===== config.mk =====
export PLATFORM = sky130hd
export DESIGN_NAME = transport_hdr_tx_flat
export DESIGN_NICKNAME = d
export VERILOG_FILES = /design/src/rtl/net_pkg.sv /design/src/rtl/transport_hdr_tx_if.sv /design/src/rtl/ones_comp_acc.sv /design/src/rtl/transport_hdr_tx.sv /design/src/flat_wrapper.sv
export SDC_FILE = /design/constraint.sdc
export NUM_CORES = 1
export LEC_CHECK = 0
export BUFFER_PORTS_ARGS = -buffer_cell sky130_fd_sc_hd__buf_2
export CORE_UTILIZATION = 53
export DETAILED_ROUTE_END_ITERATION = 10
export GPL_TIMING_DRIVEN = 0
export MAX_ROUTING_LAYER = met4
export PLACE_DENSITY = 0.86
export SLEW_MARGIN = 15
export SYNTH_ARGS = -nofsm -noshare
export SYNTH_HDL_FRONTEND = slang
export SYNTH_SLANG_ARGS = --single-unit

===== constraint.sdc =====
create_clock -name clk -period 3.7 [get_ports clk]
set_input_delay 0.185 -clock clk [delete_from_list [all_inputs] [get_ports clk]]
set_output_delay 0.185 -clock clk [all_outputs]
set_load 0.01 [all_outputs]

===== src/rtl/net_pkg.sv =====
// Shared network-TX definitions: protocol numbers, UDP header geometry, FSM
// state type and the one's-complement checksum helpers.
package net_pkg;

    localparam logic [7:0]  PROTO_UDP     = 8'd17;
    localparam logic [7:0]  PROTO_TCP     = 8'd6;
    localparam int unsigned UDP_HDR_BYTES = 8;
    localparam int unsigned UDP_HDR_BITS  = UDP_HDR_BYTES * 8;
    localparam int unsigned SUM_WORDS     = 10;

    typedef enum logic [1:0] {
        ST_IDLE = 2'd0,
        ST_SUM  = 2'd1,
        ST_FOLD = 2'd2,
        ST_SEND = 2'd3
    } tx_state_e;

    function automatic logic [19:0] oc_add(input logic [19:0] acc, input logic [15:0] word);
        return acc + {4'h0, word};
    endfunction

    // Two carry folds are always enough for a 20-bit accumulator of 16-bit words.
    function automatic logic [15:0] oc_fold(input logic [19:0] acc);
        logic [19:0] s1;
        logic [19:0] s2;
        s1 = {4'h0, acc[15:0]} + {16'h0, acc[19:16]};
        s2 = {4'h0, s1[15:0]}  + {16'h0, s1[19:16]};
        return s2[15:0];
    endfunction

endpackage


===== src/rtl/transport_hdr_tx_if.sv =====
// Start/field bus and header beat stream of transport_hdr_tx, grouped as one interface.
interface transport_hdr_tx_if #(
    parameter int N = 2
);
    logic        axiiv;
    logic [7:0]  protocol_in;
    logic [31:0] src_ip_in;
    logic [31:0] dst_ip_in;
    logic [15:0] data_length_in;
    logic [15:0] data_checksum_in;
    logic [15:0] udp_src_port_in;
    logic [15:0] udp_dst_port_in;
    logic        axiir;
    logic        axiov;
    logic [N-1:0] axiod;
    logic        axi_last;

    modport master (
        output axiiv, protocol_in, src_ip_in, dst_ip_in, data_length_in,
               data_checksum_in, udp_src_port_in, udp_dst_port_in, axiir,
        input  axiov, axiod, axi_last
    );

    modport slave (
        input  axiiv, protocol_in, src_ip_in, dst_ip_in, data_length_in,
               data_checksum_in, udp_src_port_in, udp_dst_port_in, axiir,
        output axiov, axiod, axi_last
    );
endinterface


===== src/rtl/ones_comp_acc.sv =====
// 16-bit word one's-complement accumulator with clear/add controls and a
// combinational folded-and-complemented checksum output.
module ones_comp_acc
    import net_pkg::*;
(
    input  logic        clk,
    input  logic        rst,
    input  logic        clr,
    input  logic        add,
    input  logic [15:0] word,
    output logic [15:0] csum
);

    logic [19:0] acc_q;
    logic [19:0] acc_d;

    always_comb begin
        acc_d = acc_q;
        if (clr) begin
            acc_d = '0;
        end else if (add) begin
            acc_d = oc_add(acc_q, word);
        end
    end

    always_ff @(posedge clk) begin
        if (rst) begin
            acc_q <= '0;
        end else begin
            acc_q <= acc_d;
        end
    end

    assign csum = ~oc_fold(acc_q);

endmodule


===== src/rtl/transport_hdr_tx.sv =====
// UDP header generator: latches pseudo-header and port fields on start, sums the
// checksum over ten cycles, then streams the 8-byte header MSB-first in N-bit beats.
module transport_hdr_tx
    import net_pkg::*;
#(
    parameter int N           = 2,
    parameter bit CHECKSUM_EN = 1'b1
) (
    input  logic               clk,
    input  logic               rst,
    transport_hdr_tx_if.slave  bus,
    output logic               busy,
    output logic               err
);

    localparam int unsigned BEATS     = UDP_HDR_BITS / N;
    localparam logic [6:0]  LAST_BEAT = 7'(BEATS - 1);

    tx_state_e   state_q, state_d;
    logic [31:0] src_ip_q, src_ip_d;
    logic [31:0] dst_ip_q, dst_ip_d;
    logic [15:0] len_q, len_d;
    logic [15:0] dcs_q, dcs_d;
    logic [15:0] sport_q, sport_d;
    logic [15:0] dport_q, dport_d;
    logic [3:0]  wcnt_q, wcnt_d;
    logic [63:0] shreg_q, shreg_d;
    logic [6:0]  beat_q, beat_d;
    logic        err_q, err_d;

    logic        acc_clr;
    logic        acc_add;
    logic [15:0] sum_word;
    logic [15:0] csum;

    ones_comp_acc u_acc (
        .clk  (clk),
        .rst  (rst),
        .clr  (acc_clr),
        .add  (acc_add),
        .word (sum_word),
        .csum (csum)
    );

    always_comb begin
        case (wcnt_q)
            4'd0:    sum_word = src_ip_q[31:16];
            4'd1:    sum_word = src_ip_q[15:0];
            4'd2:    sum_word = dst_ip_q[31:16];
            4'd3:    sum_word = dst_ip_q[15:0];
            4'd4:    sum_word = {8'h00, PROTO_UDP};
            4'd5:    sum_word = len_q;
            4'd6:    sum_word = sport_q;
            4'd7:    sum_word = dport_q;
            4'd8:    sum_word = len_q;
            4'd9:    sum_word = dcs_q;
            default: sum_word = '0;
        endcase
    end

    always_comb begin
        state_d  = state_q;
        src_ip_d = src_ip_q;
        dst_ip_d = dst_ip_q;
        len_d    = len_q;
        dcs_d    = dcs_q;
        sport_d  = sport_q;
        dport_d  = dport_q;
        wcnt_d   = wcnt_q;
        shreg_d  = shreg_q;
        beat_d   = beat_q;
        err_d    = 1'b0;
        acc_clr  = 1'b0;
        acc_add  = 1'b0;

        case (state_q)
            ST_IDLE: begin
                if (bus.axiiv) begin
                    if (bus.protocol_in == PROTO_UDP) begin
                        src_ip_d = bus.src_ip_in;
                        dst_ip_d = bus.dst_ip_in;
                        len_d    = bus.data_length_in + 16'd8;
                        dcs_d    = bus.data_checksum_in;
                        sport_d  = bus.udp_src_port_in;
                        dport_d  = bus.udp_dst_port_in;
                        wcnt_d   = '0;
                        beat_d   = '0;
                        acc_clr  = 1'b1;
                        if (CHECKSUM_EN) begin
                            state_d = ST_SUM;
                        end else begin
                            shreg_d = {bus.udp_src_port_in, bus.udp_dst_port_in,
                                       bus.data_length_in + 16'd8, 16'h0000};
                            state_d = ST_SEND;
                        end
                    end else begin
                        err_d = 1'b1;
                    end
                end
            end
            ST_SUM: begin
                acc_add = 1'b1;
                wcnt_d  = wcnt_q + 4'd1;
                if (wcnt_q == 4'(SUM_WORDS - 1)) begin
                    state_d = ST_FOLD;
                end
            end
            ST_FOLD: begin
                // An all-zero checksum means "no checksum" in UDP, so send 0xFFFF.
                shreg_d = {sport_q, dport_q, len_q, (csum == 16'h0000) ? 16'hFFFF : csum};
                beat_d  = '0;
                state_d = ST_SEND;
            end
            ST_SEND: begin
                if (bus.axiir) begin
                    shreg_d = shreg_q << N;
                    beat_d  = beat_q + 7'd1;
                    if (beat_q == LAST_BEAT) begin
                        state_d = ST_IDLE;
                    end
                end
            end
            default: state_d = ST_IDLE;
        endcase
    end

    always_ff @(posedge clk) begin
        if (rst) begin
            state_q  <= ST_IDLE;
            src_ip_q <= '0;
            dst_ip_q <= '0;
            len_q    <= '0;
            dcs_q    <= '0;
            sport_q  <= '0;
            dport_q  <= '0;
            wcnt_q   <= '0;
            shreg_q  <= '0;
            beat_q   <= '0;
            err_q    <= 1'b0;
        end else begin
            state_q  <= state_d;
            src_ip_q <= src_ip_d;
            dst_ip_q <= dst_ip_d;
            len_q    <= len_d;
            dcs_q    <= dcs_d;
            sport_q  <= sport_d;
            dport_q  <= dport_d;
            wcnt_q   <= wcnt_d;
            shreg_q  <= shreg_d;
            beat_q   <= beat_d;
            err_q    <= err_d;
        end
    end

    assign bus.axiov    = (state_q == ST_SEND);
    assign bus.axiod    = shreg_q[63 -: N];
    assign bus.axi_last = (state_q == ST_SEND) && (beat_q == LAST_BEAT);
    assign busy         = (state_q != ST_IDLE);
    assign err          = err_q;

endmodule


===== src/flat_wrapper.sv =====
// flat-port wrapper written by rule: the top's interface ports become plain ports
module transport_hdr_tx_flat import net_pkg::*;
#(
    parameter int N           = 2,
    parameter bit CHECKSUM_EN = 1'b1
)
  (clk, rst, busy, err, bus_axiiv, bus_protocol_in, bus_src_ip_in, bus_dst_ip_in, bus_data_length_in, bus_data_checksum_in, bus_udp_src_port_in, bus_udp_dst_port_in, bus_axiir, bus_axiov, bus_axiod, bus_axi_last);
  transport_hdr_tx_if #(.N(N)) bus_i ();
  input  logic clk;
  input  logic rst;
  output logic busy;
  output logic err;
  input wire logic [$bits(bus_i.axiiv)-1:0] bus_axiiv;
  input wire logic [$bits(bus_i.protocol_in)-1:0] bus_protocol_in;
  input wire logic [$bits(bus_i.src_ip_in)-1:0] bus_src_ip_in;
  input wire logic [$bits(bus_i.dst_ip_in)-1:0] bus_dst_ip_in;
  input wire logic [$bits(bus_i.data_length_in)-1:0] bus_data_length_in;
  input wire logic [$bits(bus_i.data_checksum_in)-1:0] bus_data_checksum_in;
  input wire logic [$bits(bus_i.udp_src_port_in)-1:0] bus_udp_src_port_in;
  input wire logic [$bits(bus_i.udp_dst_port_in)-1:0] bus_udp_dst_port_in;
  input wire logic [$bits(bus_i.axiir)-1:0] bus_axiir;
  output wire logic [$bits(bus_i.axiov)-1:0] bus_axiov;
  output wire logic [$bits(bus_i.axiod)-1:0] bus_axiod;
  output wire logic [$bits(bus_i.axi_last)-1:0] bus_axi_last;
  assign bus_i.axiiv = bus_axiiv;
  assign bus_i.protocol_in = bus_protocol_in;
  assign bus_i.src_ip_in = bus_src_ip_in;
  assign bus_i.dst_ip_in = bus_dst_ip_in;
  assign bus_i.data_length_in = bus_data_length_in;
  assign bus_i.data_checksum_in = bus_data_checksum_in;
  assign bus_i.udp_src_port_in = bus_udp_src_port_in;
  assign bus_i.udp_dst_port_in = bus_udp_dst_port_in;
  assign bus_i.axiir = bus_axiir;
  assign bus_axiov = bus_i.axiov;
  assign bus_axiod = bus_i.axiod;
  assign bus_axi_last = bus_i.axi_last;
  transport_hdr_tx #(.N(N), .CHECKSUM_EN(CHECKSUM_EN)) u_core (.clk(clk), .rst(rst), .bus(bus_i), .busy(busy), .err(err));
endmodule

=== After elaboration in Yosys (flattened, before gate mapping) ===
Index checks and enable logic that the tools add are counted.

* Input port bits: 140
* Flip-flop bits (word level): 226

* Equal/unequal tests: 19
* Add/sub/neg operators: 6
* Mux-type cells: 22
* Reductions and logical operators: 16
* Bitwise gates (word level): 3

{| class="wikitable"
|+ Operators by type and width
! operator !! count
|-
| $pmux W16 S9 || 1
|-
| $pmux W64 S2 || 1
|-
| $mux W64 || 1
|-
| $mux W7 || 3
|-
| $pmux W7 S3 || 1
|-
| $add A20 B16 Y20 || 1
|-
| $add A16 B4 Y17 || 1
|-
| $add A16 B1 Y16 || 1
|-
| $add A16 B4 Y16 const B || 1
|-
| $eq A4 B3 Y1 const B || 4
|-
| $logic_not A16 Y1 || 1
|-
| $mux W16 || 1
|-
| $not A16 Y16 || 1
|-
| $mux W2 || 5
|-
| $eq A4 B2 Y1 const B || 2
|-
| $eq A4 B4 Y1 const B || 2
|-
| $eq A8 B5 Y1 const B || 1
|-
| $mux W4 || 2
|-
| $pmux W2 S4 || 1
|-
| $pmux W4 S2 || 1
|-
| $add A7 B1 Y7 const B || 1
|-
| $eq A7 B5 Y1 const B || 1
|-
| $ne A2 B1 Y1 const B || 3
|-
| $reduce_and A3 Y1 || 2
|-
| 17 further kinds || 27
|}

=== Longest topological paths before layout ===
Gate-level depths: netlist of the first run.

* Depth in word-level cells: 6
* Mapped depth: 19
* Mapped depth without buffers: 18

=== By module ===
Synthesis of the first run repeated with hierarchy kept, for this count alone.

* Cells, all modules: 1,377
* Area, all modules: 11,288.3 um^2

{| class="wikitable"
|+ Modules (own cells, without submodules)
! module !! cells an instance !! instances !! area each (um^2) !! seq. area each (um^2)
|-
| transport_hdr_tx || 1,093 || 1 || 8,993.6 || 4,124.0
|-
| ones_comp_acc || 284 || 1 || 2,294.7 || 400.4
|}

=== Worst setup path after synthesis of the first run ===
No wires, ideal clock.

* Path kind: register to register
* From: register u_core.wcnt_q[1]
* To: register u_core.u_acc.acc_q[15]
* Clock period less this slack: 3,930 ps
* Slack: -230 ps
* Stages on the path, launching flop included: 19
* Arrival time: 3,868 ps
* Required time: 3,637 ps
* Setup time: 63 ps
* Cell sequence: dfxtp_1 > inv_1 > ha_1 > nor2b_1 > and2_1 > clkbuf_1 > a22oi_1 > nand2_1 > a211oi_1 > inv_1 > ha_1 > a21o_1 > a21o_1 > a211oi_1 > o31ai_1 > a221oi_1 > a21bo_2 > or4b_2 > nand3_1

* Cells in the longest elaborated chain, start to end: 4
* Elaborated cells between the ends (all ways): 13
* Classes of those cells: add/sub: 1; eq/ne: 9; mux: 1; reduce/logical: 2

{| class="wikitable"
|+ Ends and longest elaborated chain
! item !! line !! text
|-
| start: declaration || transport_hdr_tx.sv:26 || <nowiki>logic [3:0] wcnt_q, wcnt_d;</nowiki>
|-
| start signal: assignment || transport_hdr_tx.sv:148 || <nowiki>wcnt_q <= wcnt_d;</nowiki>
|-
| $eq A4 B3 Y1 / $eq A4 B4 Y1 (equally long branches) || transport_hdr_tx.sv:46 || <nowiki>case (wcnt_q)</nowiki>
|-
| $reduce_or A2 Y1 (no source line) || -- ||
|-
| $pmux W16 S9 (*) || transport_hdr_tx.sv:46 ||
|-
| $add A20 B16 Y20 (*) || net_pkg.sv:19 || <nowiki>return acc + {4'h0, word};</nowiki>
|-
| end signal: assignment || ones_comp_acc.sv:28 || <nowiki>acc_q <= '0;</nowiki>
|-
| end signal: assignment || ones_comp_acc.sv:30 || <nowiki>acc_q <= acc_d;</nowiki>
|-
| end: declaration || ones_comp_acc.sv:14 || <nowiki>logic [19:0] acc_q;</nowiki>
|}

Mark *: on every way between the ends. The rest lies on a longest branch, timed or not.
A chain may end at the register's enable or synchronous reset.

=== Worst setup path after layout of the first run ===
* From: register u_core.u_acc.acc_q[16]
* To: register u_core.shreg_q[6]

* Cells in the longest elaborated chain, start to end: 6

{| class="wikitable"
|+ Ends and longest elaborated chain
! item !! line !! text
|-
| $add A16 B4 Y17 (*) || net_pkg.sv:26 || <nowiki>s1 = {4'h0, acc[15:0]} + {16'h0, acc[19:16]};</nowiki>
|-
| $add A16 B1 Y16 (*) || net_pkg.sv:27 || <nowiki>s2 = {4'h0, s1[15:0]} + {16'h0, s1[19:16]};</nowiki>
|-
| $not A16 Y16 (*) || ones_comp_acc.sv:34 || <nowiki>assign csum = ~oc_fold(acc_q);</nowiki>
|-
| $logic_not A16 Y1 || transport_hdr_tx.sv:110 || <nowiki>shreg_d = {sport_q, dport_q, len_q, (csum == 16'h0000) ? 16'hFFFF : csum};</nowiki>
|-
| $mux W16 (*) || transport_hdr_tx.sv:110 ||
|-
| $pmux W64 S2 (*) || transport_hdr_tx.sv:76 || <nowiki>case (state_q)</nowiki>
|-
| end signal: assignment || transport_hdr_tx.sv:149 || <nowiki>shreg_q <= shreg_d;</nowiki>
|-
| end: declaration || transport_hdr_tx.sv:27 || <nowiki>logic [63:0] shreg_q, shreg_d;</nowiki>
|}

Marked as above.

==> results by group, run 1 <==
Setup path
  • CP Class: flop to flop
  • CP arrival: 4250 ps
  • Crit path launch type: flop
  • Crit path capture: u_core.shreg_q[6]
  • CP max FO: 5
  • Depth of the worst register-to-register path: 16
  • R2r endpoint: u_core.shreg_q[6]
  • Crit. End Element: flop
  • Flop2flop setup slack: -90 ps
  • Reg-to-Reg Start: u_core.u_acc.acc_q[16]
  • Crit path from: u_core.u_acc.acc_q[16]
  • Worst Path Required: around 4200 ps

Floorplan
  • Die Footprint: 22,140 um^2
  • Die width: between 100 and 150 um
  • Core Area: around 21,000 um^2
  • Initial Utilization: between 50% and 60%
  • Die H: roughly 150 um
  • Ports: around 150
  • Site Rows: 53

Route
  • Routed vias/inst: about 6.4
  • Final ANT Viol Nets: 0
  • Final routed DRC violation total: 0
  • Routed WL: approximately 45,000 um
  • Initial DRC count: 1,849
  • Detailed-route via count: between 10,000 and 15,000
  • Drt pass-1 iters: 7
  • Post-detailed-route wirelength per cell: between 20 and 25 um

Synthesis
  • Avg Cell Area, Syn: about 8.0 um^2
  • Gate Count Post-Synth: approximately 1,400
  • Yosys cell types: 73
  • Cell Area, Synth: about 11,000 um^2
  • Ys Warns: 0
  • Prevailing post-synth register cell: dfxtp_1
  • Async set-reset flop share out of synthesis: 0%
  • Mapped Nets: roughly 1,600
  • EDFF count, synth: 0
  • #FFs+latches synth: 226
  • Sequential fraction of the synthesis area: roughly 40%

Run status
  • Failing checks: negative setup slack
  • Status: finished, violations left

Power
  • LEAKAGE: 5.561 nW
  • Comb pwr share: 7.4%
  • Clock group share of total power: 46.8%
  • Net Sw Frac: between 20% and 30%
  • Pint: just over 4 mW
  • Psw: between 1 and 1.5 mW
  • Max VDD drop: roughly 0.34 mV
  • Cell Pwr Density: about 350 nW/um^2
  • Share of power burned in registers: 45.8%
  • Total power: 5.376 mW

CTS
  • Clk pin slew, worst setup/hold paths: about 60 ps
  • CTS sink cnt: roughly 230
  • Num CTS Buffers: 24
  • Clk buf depth: 3
  • H-tree depth: 1
  • Clk Latency, worst-skew pair: between 500 and 600 ps
  • CTS tree: built
  • Clock root buffer: clkbuf_16

Global route
  • Vias in the first global route: 12,520
  • First-pass GRT wire length: 67,090 um
  • GRT Overall Usage: 40.34%
  • Gr ovfl total: 0
  • Largest net degree at the start of global routing: 14
  • Initial antenna violation count: 3

Cells and area
  • Area growth syn-to-layout: 35.36%
  • Nets@finish: 1,927
  • Layout cell share with drive strength beyond 1: between 20% and 30%
  • Final instance area: 15,460 um^2
  • Util after Layout: ~73%

Placement
  • DP HPWL: around 27,000 um
  • Worst slack, placed: -724.9 ps
  • Area after DPL: around 13,000 um^2
  • IO buf count: ~140
  • RePlAce Congestion: between 0.9 and 1

STA
  • Final period utilization: 102.5%
  • Final setup fails: 20
  • Slew headroom: between 40 and 50%
  • Max-slew violations: 0
  • Clock skew: around 16 ps
  • Min Tclk post-route: around 3800 ps
  • Final worst setup slack: -94.28 ps
  • Max Clk Rate: around 0.26 GHz
  • Final Hold Vio Count: 0
  • Final TNS setup: -1095 ps
  • RSZ-0062 raised after global routing: true
  • Measured slew at the worst slew-check pin: about 900 ps

Worst hold path
  • Hold crit path type: input pin to flop

Run
  • Max Cap Viol: 0
==> metrics by stage <==
stage | hold WS (ps) | std cells
final | 13.32 | 2048
after global routing | 26.54 | 2046
after CTS | 9.660 | 2032
after detailed placement | 431.6 | 1845
after global placement | 429.5 | 1845
after floorplan | 280.6 | 1426
==> what timing repair did <==
action | in CTS | in global routing
gates cloned | 1 | 0
resized for setup | 76 | 76
buffers inserted | 31 | 13
pin swaps | 32 | 38
endpoints found under the setup margin | 29 | 26
hold buffers | 117 | 0
endpoints found under the hold margin | 117 | 0
==> layout by cell type, fill, tap and decap left out, drive strengths merged, types with 14 or more instances in the layout <==
cell / count
a21oi: 156
xnor2: 25
a211oi: 66
xor2: 20
dfxtp: 226
a222oi: 14
ha: 34
a22oi: 27
o21ai: 58
mux2i: 60
nand2: 309
dlygate4sd3: 117
nor2: 108
inv: 21
nand3: 33
buf: 202
a21o: 16
clkbuf: 119
==> area by class of cell <==
type                            count  area [um^2]
Multi-Input combinational cell   1076         6938
Fill cell                        1370         5627
Sequential cell                   226         4544
Timing Repair Buffer              306         2258
Clock buffer                       35        723.2
Buffer                             97        466.7
Tap cell                          275        344.1
Clock inverter                      8        93.84
Inverter                           20        80.08
Antenna cell                        5        12.51
==> synth_stat cells, types with 16 or more instances <==
master / number / share of area [%]
nand2_1: 309 / 10
dfxtp_1: 226 / 40
a21oi_1: 155 / 6.8
nor2_1: 108 / 3.5
clkbuf_1: 92 / 3.0
a211oi_1: 66 / 4.3
mux2i_1: 60 / 5.3
o21ai_0: 47 / 2.1
ha_1: 34 / 3.7
nand3_1: 33 / 1.4
a22oi_1: 27 / 1.8
xnor2_1: 25 / 1.9
inv_1: 20 / 0.66
xor2_1: 20 / 1.5
a21o_1: 16 / 1.1
==> power by group through the flow <==
stage | clock [mW] | sequential (mW) | combinational (mW)
global route | 2.60 | 2.46 | 0.417
detailed placement | 0 | 2.52 | 0.265
floorplan | 0 | 2.51 | 0.130
CTS | 2.48 | 2.46 | 0.364
finish | 2.52 | 2.46 | 0.396
global placement | 0 | 2.52 | 0.259
==> flip-flops by register name, indices dropped and copies added (netlist names) <==
signal and flops:
u_core.beat_q 7, u_core.dcs_q 16, u_core.dport_q 16, u_core.dst_ip_q 32
u_core.err 1, u_core.len_q 16, u_core.shreg_q 64, u_core.sport_q 16
u_core.src_ip_q 32, u_core.state_q 2, u_core.u_acc.acc_q 20, u_core.wcnt_q 4
==> critical path: stages (launching register included) <==
cell	delay, ps
dfxtp_4	360
ha_4	140
inv_2	30
fa_2	330
nand2b_4	150
a21o_1	190
nor4_4	160
ha_2	260
ha_4	140
nand2_2	40
or3_4	380
o211a_1	230
or4_4	430
nor4_4	350
nand4b_4	220
buf_8	190
o21ai_2	130
==> how the worst min path moves through the flow <==
stage,start,end,cells past startpoint
2_1_floorplan,bus_data_length_in[3],u_core.len_q[3],1
3_3_place_gp,bus_data_length_in[3],u_core.len_q[3],2
3_5_place_dp,bus_dst_ip_in[11],u_core.dst_ip_q[11],3
4_1_cts,bus_data_length_in[9],u_core.len_q[9],3
5_1_grt,bus_data_length_in[9],u_core.len_q[9],3
6_report,bus_data_length_in[9],u_core.len_q[9],3
==> cell families after synthesis <==
logic type	synth area share [%]
adders and majority gates	4.075
DFF	39.61
muxes	5.357
buffers and inverters	4.250
xor gates and xnor gates	3.451
AOI/OAI and AO/OA	22.72
and+or+nand+nor	20.54
==> layer usage <==
layer,GRT usage [%],vias to the layer above,share of wire (%)
met4,27.04,0,8.4
met2,61.12,978,44
met1,48.15,6094,36
li1,-,5692,-
met3,8.716,321,12
met5,-,-,0
Note: power is estimated with default switching activity, not from simulation.
==> run 2: changes to the inputs <==
--- a/config.mk
+++ b/config.mk
@@ -5,12 +5,14 @@
 export SDC_FILE = /design/constraint.sdc
 export NUM_CORES = 1
 export LEC_CHECK = 0
+export ABC_CLOCK_PERIOD_IN_PS = 3700
 export BUFFER_PORTS_ARGS = -buffer_cell sky130_fd_sc_hd__buf_2
 export CORE_UTILIZATION = 53
 export DETAILED_ROUTE_END_ITERATION = 10
 export GPL_TIMING_DRIVEN = 0
 export MAX_ROUTING_LAYER = met4
 export PLACE_DENSITY = 0.86
+export REMOVE_ABC_BUFFERS = 1
 export SLEW_MARGIN = 15
 export SYNTH_ARGS = -nofsm -noshare
 export SYNTH_HDL_FRONTEND = slang
==> constraint.sdc (replaced) <==
create_clock -name clk -period 3.7 [get_ports clk]
set_input_delay 1.11 -clock clk [delete_from_list [all_inputs] [get_ports clk]]
set_output_delay 1.11 -clock clk [all_outputs]
set_load 0.01 [all_outputs]
==> run 2 against run 1 <==
The flow still finishes with violations (negative setup slack). Routed wire length decreased by 25%. Critical path depth shrank 2. Clock power shrank 4%. Total power is 4.3% lower. Critical path type unchanged.
==> results by group, run 2 (synthesized netlist as in run 1, its figures left out) <==
Run
  • Max Cap Viol: 0 (unchanged)

Floorplan
  • Core Area: 21,090 um^2 (unchanged)
  • Site Rows: 53 (unchanged)
  • Ports: 146 (unchanged)
  • Die Footprint: 22,140 um^2 (unchanged)
  • Die H: 148.8 um (unchanged)
  • Die width: 148.8 um (unchanged)
  • Initial Utilization: 54.17% (unchanged)

STA
  • Slew headroom: 38.13% (-1.9 points)
  • Min Tclk post-route: 3891 ps (+97.06 ps)
  • Max Clk Rate: 0.2570 GHz (-2.5%)
  • Clock skew: 22.86 ps (+7.319 ps)
  • RSZ-0062 raised after global routing: true
  • Measured slew at the worst slew-check pin: 928.0 ps (+28.09 ps)
  • Max-slew violations: 0 (unchanged)
  • Final setup fails: 16 (-20%)
  • Final period utilization: 105.2% (+2.6 points)
  • Hold_ws: 451.0 ps (+437.7 ps)
  • Final Hold Vio Count: 0 (unchanged)
  • Final worst setup slack: -191.3 ps (-97.06 ps)

CTS
  • Clk buf depth: 3 (unchanged)
  • CTS sink cnt: 226 (unchanged)
  • Num CTS Buffers: 25 (+4.2%)
  • H-tree depth: 1 (unchanged)
  • Clk pin slew, worst setup/hold paths: 60 ps (about the same)
  • Clk Latency, worst-skew pair: 540 ps (+20 ps)
  • Clock root buffer: clkbuf_16
  • CTS tree: built
  • # hold bufs at CTS: 0 (-100%)

Run status
  • Failing checks: negative setup slack
  • Status: finished, violations left

Cells and area
  • Fill cell count: 1,593 (+16%)
  • Largest register FFs: 64 (unchanged)
  • Biggest register: u_core.shreg_q
  • Finished Layout Cells: 1,847 (-9.8%)
  • Util after Layout: 66.95% (-6.4 points)
  • Most common cell after layout, fill and taps aside: nand2_1
  • Largest regs: u_core.shreg_q: 64 flops, u_core.dst_ip_q: 32 flops, u_core.src_ip_q: 32 flops
  • Area growth syn-to-layout: 23.61%
  • Nets@finish: 1,731 (-10%)
  • N_diodes: 0 (-5)
  • Most frequent cells in the layout: nand2_1 (304), dfxtp_1 (218), a21oi_1 (151)
  • Layout cell share with drive strength beyond 1: 22.58% (+2.5 points)

Setup path
  • Crit path launch type: flop
  • Worst Path Required: 4120 ps (-30 ps)
  • Reg-to-Reg Start: u_core.wcnt_q[1]
  • CP arrival: 4310 ps (+60 ps)
  • Depth of the worst register-to-register path: 14 (-2)
  • CP Class: flop to flop
  • CP max FO: 5 (unchanged)
  • Flop2flop setup slack: -190 ps (-100 ps)
  • R2r endpoint: u_core.u_acc.acc_q[16]
  • Crit. End Element: flop

Placement
  • DP HPWL: 20,060 um (-27%)
  • RePlAce Congestion: 0.9314 (-5.8%)
  • IO buf count: 145 (+0.69%)
  • Placed Instances: 1,749 (-5.2%)
  • Worst slack, placed: -1391 ps (-666.3 ps)

Global route
  • GRT Overall Usage: 29.30% (-11 points)
  • Largest net degree at the start of global routing: 132 (+118)
  • Vias in the first global route: 10,350 (-17%)
  • Gr ovfl total: 0 (unchanged)
  • Initial antenna violation count: 0 (-3)
  • First-pass GRT wire length: 51,090 um (-24%)

Route
  • Routed WL: 33,870 um (-25%)
  • Final ANT Viol Nets: 0 (unchanged)
  • Detailed-route via count: 11,240 (-14%)
  • Initial DRC count: 1,132 (-39%)
  • Routed vias/inst: 6.086 (-4.8%)
  • Final routed DRC violation total: 0 (unchanged)
  • Post-detailed-route wirelength per cell: 18.34 um (-17%)
  • Drt pass-1 iters: 6 (-1)

Power
  • LEAKAGE: 4.989 nW (-10%)
  • Cell Pwr Density: 364.6 nW/um^2 (+4.8%)
  • Max VDD drop: 0.3378 mV (+0.27%)

Worst hold path
  • Hold Startpoint: u_core.dst_ip_q[14]
  • Hold crit path type: flop to flop
  • Hold Path Stages: 2 (-1)
  • Hold path endpoint: u_core.dst_ip_q[14]
-- run 2: changes by cell type in the layout (fill, tap and decap cells not counted), moves of 3 or more --
cell / change
dlygate4sd3_1: -117
clkbuf_1: -70
a22oi_1: +5
a22oi_2: -5
buf_1: -5
buf_16: +5
diode_2: -5
buf_12: +4
buf_2: -3
clkbuf_2: -3
clkbuf_8: -3
clkinv_2: -3
dfxtp_2: +3
nand3_1: -3
-- run 2: routing by layer --
| layer | up-vias | track usage (%) | routed length (um) |
|---|---|---|---|
| met5 | - | - | 0 |
| met4 | 0 | 13.16 | 1563 |
| met3 | 129 | 3.761 | 2533 |
| met2 | 544 | 47.66 | 16010 |
| met1 | 5276 | 36.35 | 13760 |
| li1 | 5291 | - | - |
-- run 2: final cells by class --
class,instances,area (um^2),share of cell area (%)
sequential,226,4544,32.19
clock inverter,4,41.29,0.2925
clock buffer,40,752.0,5.326
inverter,20,77.57,0.5495
timing repair buffer,204,1361,9.642
multi-input combinational,1078,6998,49.57
tap,275,344.1,2.437
-- run 2: through the flow --
step | power (mW) | TNS (ps) | instance area [um^2]
5_1_grt | 5.279 | -3598 | 14120
2_1_floorplan | 2.611 | -478090 | 11010
4_1_cts | 5.131 | -1844 | 13700
3_3_place_gp | 2.752 | -945320 | 12080
6_report | 5.148 | -755.5 | 14120
3_5_place_dp | 2.762 | -31190 | 12310
-- run 2: timing repair --
item | 4_1_cts | 5_1_grt
pin swaps | 30 | 42
resized for setup | 71 | 62
buffers inserted | 35 | 16
endpoints found under the setup margin | 35 | 27
cloned | 1 | 2
-- run 2: worst max path at each step --
stage / start / endpoint / slack, ps / depth (start not counted)
floorplan: u_core.state_q[0] / u_core.shreg_q[10] / -5900 / 7
global placement: u_core.state_q[0] / u_core.shreg_q[5] / -10000 / 7
detailed placement: u_core.wcnt_q[1] / u_core.u_acc.acc_q[15] / -1390 / 17
CTS: u_core.u_acc.acc_q[0] / u_core.shreg_q[0] / -170 / 16
global route: u_core.wcnt_q[1] / u_core.u_acc.acc_q[16] / -260 / 18
finish: u_core.wcnt_q[1] / u_core.u_acc.acc_q[16] / -190 / 14
-- run 2: critical path, cell delays in order (launching register included) --
cell	delay, ps
dfxtp_4	380
inv_2	80
ha_4	180
nand3b_1	220
o21ai_4	160
a222oi_1	660
nand3_1	250
a21o_1	250
ha_4	320
nand3_4	90
a2111o_1	320
and3_4	180
o31ai_4	330
a21oi_1	100
a31o_2	240
-- run 2: report_power, final --
part	internal (mW)	total (mW)	switching, mW	leakage [nW]
registers	2.45	2.46	0.0162	1.83
clock network	1.40	2.42	1.02	0.392
logic	0.110	0.267	0.157	2.77
total	3.95	5.15	1.19	4.99
